`src/rtl/dmem_arbiter.sv`:
```
// Two-port round-robin arbiter in front of the single data RAM.
// Port 0 is the CPU load/store unit, port 1 the DMA/debug loader.
// One command per cycle is registered toward the RAM. A two-stage tag
// pipeline returns each response two cycles after its grant, in grant order.
module dmem_arbiter #(
    parameter int MEM_WORDS = 8001,
    parameter bit RR_INIT   = 1'b0
) (
    input  logic        clk,
    input  logic        resetn,
    input  logic        arb_en,
    input  logic        p0_req,
    input  logic        p0_we,
    input  logic [2:0]  p0_size,
    input  logic [31:0] p0_addr,
    input  logic [31:0] p0_wdata,
    output logic        p0_gnt,
    output logic        p0_rsp_valid,
    output logic        p0_rsp_err,
    output logic [31:0] p0_rdata,
    input  logic        p1_req,
    input  logic        p1_we,
    input  logic [2:0]  p1_size,
    input  logic [31:0] p1_addr,
    input  logic [31:0] p1_wdata,
    output logic        p1_gnt,
    output logic        p1_rsp_valid,
    output logic        p1_rsp_err,
    output logic [31:0] p1_rdata,
    output logic        mem_read,
    output logic        mem_write,
    output logic [2:0]  mem_size,
    output logic [31:0] mem_addr,
    output logic [31:0] mem_wdata,
    input  logic [31:0] mem_rdata
);

    localparam logic [31:0] MEM_WORDS_U = MEM_WORDS[31:0];
    localparam logic [2:0]  SZ_HALF     = 3'b001;
    localparam logic [2:0]  SZ_WORD     = 3'b010;

    // prio_q names the port that wins when both request in the same cycle
    logic        prio_q, prio_d;

    logic        cmd_read_q, cmd_read_d;
    logic        cmd_write_q, cmd_write_d;
    logic [2:0]  cmd_size_q, cmd_size_d;
    logic [31:0] cmd_addr_q, cmd_addr_d;
    logic [31:0] cmd_wdata_q, cmd_wdata_d;

    logic        s1_vld_q, s1_vld_d, s1_port_q, s1_port_d;
    logic        s1_err_q, s1_err_d, s1_rd_q, s1_rd_d;
    logic        s2_vld_q, s2_vld_d, s2_port_q, s2_port_d;
    logic        s2_err_q, s2_err_d, s2_rd_q, s2_rd_d;

    logic        any_gnt;
    logic        sel_we;
    logic [2:0]  sel_size;
    logic [31:0] sel_addr;
    logic [31:0] sel_wdata;
    logic        sel_err;
    logic        good_read;

    // Round-robin grant: a lone request wins, a tie goes to prio_q
    always_comb begin
        p0_gnt = 1'b0;
        p1_gnt = 1'b0;
        if (arb_en) begin
            if (p0_req && (!p1_req || !prio_q)) begin
                p0_gnt = 1'b1;
            end else if (p1_req) begin
                p1_gnt = 1'b1;
            end
        end
        any_gnt = p0_gnt | p1_gnt;
        prio_d  = prio_q;
        if (p0_gnt) prio_d = 1'b1;
        if (p1_gnt) prio_d = 1'b0;
    end

    // Mux the granted request and check size, alignment and word range
    always_comb begin
        sel_we    = p1_gnt ? p1_we    : p0_we;
        sel_size  = p1_gnt ? p1_size  : p0_size;
        sel_addr  = p1_gnt ? p1_addr  : p0_addr;
        sel_wdata = p1_gnt ? p1_wdata : p0_wdata;
        sel_err   = (sel_size > SZ_WORD)
                  || ((sel_size == SZ_WORD) && (sel_addr[1:0] != 2'b00))
                  || ((sel_size == SZ_HALF) && sel_addr[0])
                  || ({2'b00, sel_addr[31:2]} >= MEM_WORDS_U);
    end

    // Command register: load on a legal grant, otherwise idle the strobes and
    // keep the address/data/size lines stable
    always_comb begin
        cmd_read_d  = 1'b0;
        cmd_write_d = 1'b0;
        cmd_size_d  = cmd_size_q;
        cmd_addr_d  = cmd_addr_q;
        cmd_wdata_d = cmd_wdata_q;
        if (any_gnt && !sel_err) begin
            cmd_read_d  = ~sel_we;
            cmd_write_d = sel_we;
            cmd_size_d  = sel_size;
            cmd_wdata_d = sel_wdata;
            // The RAM selects a halfword by bit 0 with bit 1 forced low
            if (sel_size == SZ_HALF) begin
                cmd_addr_d = {sel_addr[31:2], 1'b0, sel_addr[1]};
            end else begin
                cmd_addr_d = sel_addr;
            end
        end
    end

    // Tag pipeline: stage 1 tracks the command cycle, stage 2 the RAM read cycle
    always_comb begin
        s1_vld_d  = any_gnt;
        s1_port_d = p1_gnt;
        s1_err_d  = any_gnt & sel_err;
        s1_rd_d   = any_gnt & ~sel_we;
        s2_vld_d  = s1_vld_q;
        s2_port_d = s1_port_q;
        s2_err_d  = s1_err_q;
        s2_rd_d   = s1_rd_q;
    end

    // State registers; reset drops any in-flight responses
    always_ff @(posedge clk or negedge resetn) begin
        if (!resetn) begin
            prio_q      <= RR_INIT;
            cmd_read_q  <= 1'b0;
            cmd_write_q <= 1'b0;
            cmd_size_q  <= 3'b000;
            cmd_addr_q  <= 32'h0;
            cmd_wdata_q <= 32'h0;
            s1_vld_q    <= 1'b0;
            s1_port_q   <= 1'b0;
            s1_err_q    <= 1'b0;
            s1_rd_q     <= 1'b0;
            s2_vld_q    <= 1'b0;
            s2_port_q   <= 1'b0;
            s2_err_q    <= 1'b0;
            s2_rd_q     <= 1'b0;
        end else begin
            prio_q      <= prio_d;
            cmd_read_q  <= cmd_read_d;
            cmd_write_q <= cmd_write_d;
            cmd_size_q  <= cmd_size_d;
            cmd_addr_q  <= cmd_addr_d;
            cmd_wdata_q <= cmd_wdata_d;
            s1_vld_q    <= s1_vld_d;
            s1_port_q   <= s1_port_d;
            s1_err_q    <= s1_err_d;
            s1_rd_q     <= s1_rd_d;
            s2_vld_q    <= s2_vld_d;
            s2_port_q   <= s2_port_d;
            s2_err_q    <= s2_err_d;
            s2_rd_q     <= s2_rd_d;
        end
    end

    // Response routing from stage 2; read data passes only for a good read
    always_comb begin
        mem_read     = cmd_read_q;
        mem_write    = cmd_write_q;
        mem_size     = cmd_size_q;
        mem_addr     = cmd_addr_q;
        mem_wdata    = cmd_wdata_q;
        good_read    = s2_vld_q & s2_rd_q & ~s2_err_q;
        p0_rsp_valid = s2_vld_q & ~s2_port_q;
        p1_rsp_valid = s2_vld_q & s2_port_q;
        p0_rsp_err   = p0_rsp_valid & s2_err_q;
        p1_rsp_err   = p1_rsp_valid & s2_err_q;
        p0_rdata     = (good_read && !s2_port_q) ? mem_rdata : 32'h0;
        p1_rdata     = (good_read && s2_port_q)  ? mem_rdata : 32'h0;
    end

endmodule

```
`config.mk`:
```
export PLATFORM = sky130hd
export DESIGN_NAME = dmem_arbiter
export DESIGN_NICKNAME = d
export VERILOG_FILES = /design/src/rtl/dmem_arbiter.sv
export SDC_FILE = /design/constraint.sdc
export NUM_CORES = 1
export LEC_CHECK = 0
export CAP_MARGIN = 0
export CORE_AREA = 2 2 120 122
export CTS_CLUSTER_SIZE = 25
export DETAILED_ROUTE_END_ITERATION = 16
export DIE_AREA = 0 0 122 124
export PLACE_DENSITY = 0.72
export SYNTH_ARGS = -nofsm -noshare
export SYNTH_HDL_FRONTEND = slang
export SYNTH_SLANG_ARGS = --single-unit
```
`constraint.sdc`:
```
create_clock -name clk -period 3 [get_ports clk]
set_input_delay 0.6 -clock clk [delete_from_list [all_inputs] [get_ports clk]]
set_output_delay 0.6 -clock clk [all_outputs]
set_load 0.01 [all_outputs]
```
==> results of run 1 <==
-- worst paths after layout --
| check | from | endpoint | slack [ns] | cells after the start |
|---|---|---|---|---|
| max in group asynchronous | resetn | mem_addr[31] | 1.95 | 1 |
| worst min register to register | s1_err_q | s2_err_q | 0.34 | 0 |
| worst min-delay path | s1_err_q | s2_err_q | 0.34 | 0 |
| worst max register to register | prio_q | mem_addr[11] | 0.74 | 7 |
| min in group asynchronous | resetn | mem_addr[10] | 0.42 | 1 |
| worst max-delay path | p0_addr[4] | mem_addr[11] | 0.12 | 8 |
-- through the flow --
step,power (mW),utilization [%]
final,2.61,56.6
after global placement,1.52,54.4
after global routing,2.73,56.6
after CTS,2.65,56.6
after detailed placement,1.53,54.4
after floorplan,1.20,-
-- Yosys cell counts, types with 4 or more instances --
cell type	n	share of area, %
dfrtp_1	78	48
clkbuf_1	10	0.92
nand2_1	8	0.73
nor3_1	4	0.49
nor2_1	7	0.64
mux2_2	98	27
o21ai_0	8	0.98
nor2b_1	22	3.4
nor4_1	9	1.4
and2_1	67	10
-- placed cells by master (no fill, tap or decap), types with 3 or more instances in the layout --
master / synthesis / routed
clkdlybuf4s50_1: 0 / 310
and2_1: 67 / 67
nor2b_1: 22 / 22
nand2_1: 8 / 8
nor2_1: 7 / 7
or4_1: 3 / 3
nor3_1: 4 / 4
nor4_1: 9 / 9
mux2_2: 98 / 98
clkbuf_16: 0 / 9
buf_4: 2 / 16
o21ai_0: 8 / 8
dfrtp_1: 78 / 78
nand3_1: 3 / 3
-- state kept, by name, indices dropped and copies added (netlist names) --
register and count:
s2_port_q 1, s1_port_q 1, s1_err_q 1, prio_q 1, mem_wdata 32, mem_addr 32, s1_vld_q 1, mem_read 1
s1_rd_q 1, s2_vld_q 1, mem_size 3, s2_rd_q 1, s2_err_q 1, mem_write 1
-- cell families (layout without fill, tap and decap cells) --
logic type | count (synthesis) | in the layout | synth area share [%]
compound gates | 13 | 13 | 1.71
buf+inv | 21 | 345 | 2.75
simple gates | 135 | 135 | 20.6
mux | 99 | 99 | 27.2
flops | 78 | 78 | 47.7
-- power by group through the flow --
| stage | sequential [mW] | clock [mW] | combinational, mW |
|---|---|---|---|
| 4_1_cts | 1.07 | 1.14 | 0.443 |
| 5_1_grt | 1.07 | 1.19 | 0.471 |
| 3_3_place_gp | 1.09 | 0 | 0.436 |
| 6_report | 1.07 | 1.10 | 0.438 |
| 2_1_floorplan | 1.08 | 0 | 0.118 |
| 3_5_place_dp | 1.09 | 0 | 0.440 |
-- per-layer routing --
metal | vias up | GRT usage (%)
li1 | 1838 | -
met1 | 1852 | 18.9
met2 | 178 | 35.9
met3 | 15 | 6.73
met4 | 0 | 6.47
met5 | - | 0
-- cell type report --
cell class	instances	area (um2)	share of cell area [%]
multi-input combinational	247	2040	26.2
clock buffer	9	225	2.90
timing repair buffer	327	3240	41.7
tap	180	225	2.90
clock inverter	7	80.1	1.03
inverter	2	7.51	0.0966
sequential	78	1950	25.1
==> impl_metrics.toml, run 1 <==
[worst_setup_path]
path_buf_inv = 2
cp.required_ns = 3.22
path_max_fanout = 40
crit_path_max_incr_delay_ns = 0.56
crit_slowest_cell = "or4_1"
critical_path_arrival_ns = 3.10
crit_type = "in -> reg"
cp_common_cell = "nor3_1"
start_kind = "input pin"
end_kind = "flop"
crit_family = "simple AND/OR/NAND/NOR gates"
path_cells = "clkdlybuf4s50_1, or4_1, nor3_1, nor3_1, o22a_1, nor4_4, buf_12, mux2_2"

[detailed_routing]
drc_errors = 0
vias = 3883
dr.max_layer_used = "met4"
drtIter0Drc = 73
via_per_inst = 4.57
routed-wl-met2_mm = 7.86
drtAntennaViolNets = 0
drt-wirelength-per-cell_um = 17.3
wl_met1_mm = 5.20
route.met3.wl_mm = 1.42
first_pass_iters = 4
wirelength_mm = 14.7

[finish]
fillers = 1194
diodes = 0
drive_above_1_share_pct = 19.9
syn2layout_area_growth_pct = 90.0
finalNetCount = 838
stdcell_area_um2 = 7770
instances_no_fill = 850

[global_route]
grt_max_degree = 79
grt_pass1_vias = 4102
grtUsageTotal_pct = 18.8
antenna_found_initial = 0
overflow = 0
grt_pass1_wl_mm = 21.6

[sta]
slew_viol_final = 0
holdWs_ns = 0.342
fin_crit_ns = 2.88
max_slew_margin_pct = 35.3
finalSetupViolCount = 0
finalHoldViolations = 0
timing.final.crit_share_pct = 96.1
fin_tns_setup_ns = 0
tightest_slew_ns = 0.970
rsz0062_at_grt = "no"
setup_slack_ns = 0.116
skew_ns = 0.0105
max_freq_mhz = 347

[cts]
htreeDepth = 3
cts_resized = 0
holdBufCountCts = 0
clk_latency_ns = 0.34
clk_path_buf_depth = 2
path_clk_slew_ns = 0.06
cts_made_buffers = 9
cts_num_sinks = 78
cts_tree = "done"
cts_setup_buffers = 0
root_buffer = "clkbuf_16"

[floorplanning]
fp.dieH_um = 124
die_x_um = 122
io_pins = 312
core_um2 = 13700
die_area_um2 = 15100
start_util_pct = 29.8
num_rows = 43

[synth]
synth_warnings = 0
syn_nets = 519
synth_cells = 346
async_reset_ff_share_pct = 100
ys_ff_latch = 78
ys_seq_area_share_pct = 47.7
yosys_most_used_dff = "dfrtp_1"
syn-cell-area_um2 = 4090
synthDistinctLibCells = 31
syn_area_per_cell_um2 = 11.8
synth_edf_count = 0

[placement]
dp_cells = 834
pre_cts_ws_ns = -0.266
dp_hpwl_mm = 12.0
place.gp.congestion = 0.875
numPortBuffers = 311
place_area_um2 = 7460

[pwr]
p_switching_mw = 0.594
p_seq_share_pct = 40.9
p_clk_share_pct = 42.3
comb_power_share_pct = 16.8
intPower_mw = 2.01
power_leakage_nw = 3.30
peakVddDrop_uv = 258
powerDensity_nw_per_um2 = 336
p_sw_share_pct = 22.8

[worst_hold_path]
hold_path_class = "reg -> reg"

[run_status]
status = "complete, no violations"

[flow_run]
maxCapViolCount = 0
No activity file was read; power rests on OpenSTA's default activity.
==> inputs of run 2 (changes only) <==
Settings changed: PLACE_DENSITY 0.72 to 0.75.
==> run 2 against run 1 <==
Sequential share of layout area shrank 0.053 points; first-iteration DRC count is 1.4% higher; clock skew is 0.0055 ns lower; critical path depth down 3; critical endpoint is now p1_gnt; worst setup slack improved by 0.0071 ns; register-to-register slack barely moved; power rose by 1.2%; highest routed layer is now met5.
==> impl_metrics.toml, run 2 (synthesized netlist as in run 1, its figures left out) <==
[run_status]
status = "complete, no violations"

[cts]
htreeDepth = 3
cts_resized = 0
cts_tree = "done"
cts_made_buffers = 9
path_clk_slew_ns = 0.06
root_buffer = "clkbuf_16"
clk_path_buf_depth = 2
holdBufCountCts = 0
cts_num_sinks = 78
clk_latency_ns = 0.34
cts_setup_buffers = 0

[floorplanning]
io_pins = 312
start_util_pct = 29.8
die_x_um = 122
fp.dieH_um = 124
core_um2 = 13700
num_rows = 43
die_area_um2 = 15100

[global_route]
overflow = 0
grt_pass1_vias = 4156
grtUsageTotal_pct = 19.1
grt_pass1_wl_mm = 21.8
antenna_found_initial = 2
grt_max_degree = 79

[sta]
slew_viol_final = 0
skew_ns = 0.00499
fin_crit_ns = 2.88
rsz0062_at_grt = "no"
holdWs_ns = 0.355
finalHoldViolations = 0
max_freq_mhz = 348
finalSetupViolCount = 0
max_slew_margin_pct = 35.1
tightest_slew_ns = 0.974
setup_slack_ns = 0.123
fin_tns_setup_ns = 0
timing.final.crit_share_pct = 95.9

[detailed_routing]
via_per_inst = 4.58
drtIter0Drc = 74
wirelength_mm = 14.7
first_pass_iters = 4
vias = 3896
drt-wirelength-per-cell_um = 17.3
drc_errors = 0
drtAntennaViolNets = 0

[placement]
pre_cts_ws_ns = -0.0946
dp_cells = 834
numPortBuffers = 311
place_area_um2 = 7460
place.gp.congestion = 0.791
dp_hpwl_mm = 12.2

[pwr]
powerDensity_nw_per_um2 = 339
peakVddDrop_uv = 302
power_mw = 2.64
power_leakage_nw = 3.31

[worst_setup_path]
rr_worst_depth = 7
end_kind = "output pin"
path_depth = 5
r2r_slack_ns = 0.75
r2r-end = "mem_wdata[10]"
r2r_start = "prio_q"
cp.required_ns = 2.40
crit_type = "in -> out"
cp_common_cell = "clkdlybuf4s50_1"
start_kind = "input pin"
crit_path_max_incr_delay_ns = 0.57
critical_path_arrival_ns = 2.28
critPathCapture = "p1_gnt"
crit_start = "arb_en"
path_max_fanout = 9
crit_slowest_cell = "clkdlybuf4s50_1"
path_buf_inv = 3
path_cells = "clkdlybuf4s50_1, nand2_1, a21oi_4, buf_4, clkdlybuf4s50_1"
crit_family = "buffers and inverters"

[finish]
layout_commonest_cell = "clkdlybuf4s50_1"
stdcell_area_um2 = 7780
final_cell_mix = "clkdlybuf4s50_1 (310), mux2_2 (98), dfrtp_1 (78)"
final_core_util_pct = 56.7
drive_above_1_share_pct = 19.9
syn2layout_area_growth_pct = 90.4
instances_no_fill = 851
finalNetCount = 838
fillers = 1183

[flow_run]
maxCapViolCount = 0

[worst_hold_path]
hold_path_class = "reg -> reg"
==> run 2: worst min-delay path by stage <==
| stage | cells past startpoint | startpoint | slack, ns | to |
|---|---|---|---|---|
| after floorplan | 0 | resetn | 0.30 | mem_addr[0] |
| after global placement | 0 | s1_port_q | 0.33 | s2_port_q |
| after detailed placement | 0 | s1_vld_q | 0.35 | s2_vld_q |
| after CTS | 0 | s1_err_q | 0.36 | s2_err_q |
| after global routing | 0 | s1_vld_q | 0.36 | s2_vld_q |
| final | 0 | s1_err_q | 0.36 | s2_err_q |
==> run 2: area by class of cell <==
type                    count  area [um2]  share of cell area, %
repair buffers            327        3240                   41.7
inverters                   2        7.51                 0.0964
clock buffers              12         267                   3.42
well taps                 180         225                   2.89
multi-input cells         247        2040                   26.1
diodes                      1        2.50                 0.0321
clock inverters             4        52.6                  0.675
flip-flops and latches     78        1950                   25.1
==> run 2: layer usage <==
metal | up-vias | part of all wire [%] | track usage [%]
li1 | 1849 | - | -
met1 | 1823 | 34 | 18.6
met2 | 188 | 53 | 35.3
met3 | 34 | 9.7 | 6.82
met4 | 2 | 3.5 | 10.1
met5 | - | 0.075 | 0
==> run 2: worst reg2reg max path: cells and delay by family (launching register included) <==
kind	cells	cell delay, ns
simple gates	2	0.50
mux	1	0.39
compound gates	2	0.45
flops	1	0.38
buf+inv	2	0.42
==> run 2: report_power, final <==
part	switching (mW)	internal [mW]
Sequential	0.00528	1.06
Clock	0.425	0.715
Combinational	0.140	0.293
Total	0.570	2.07
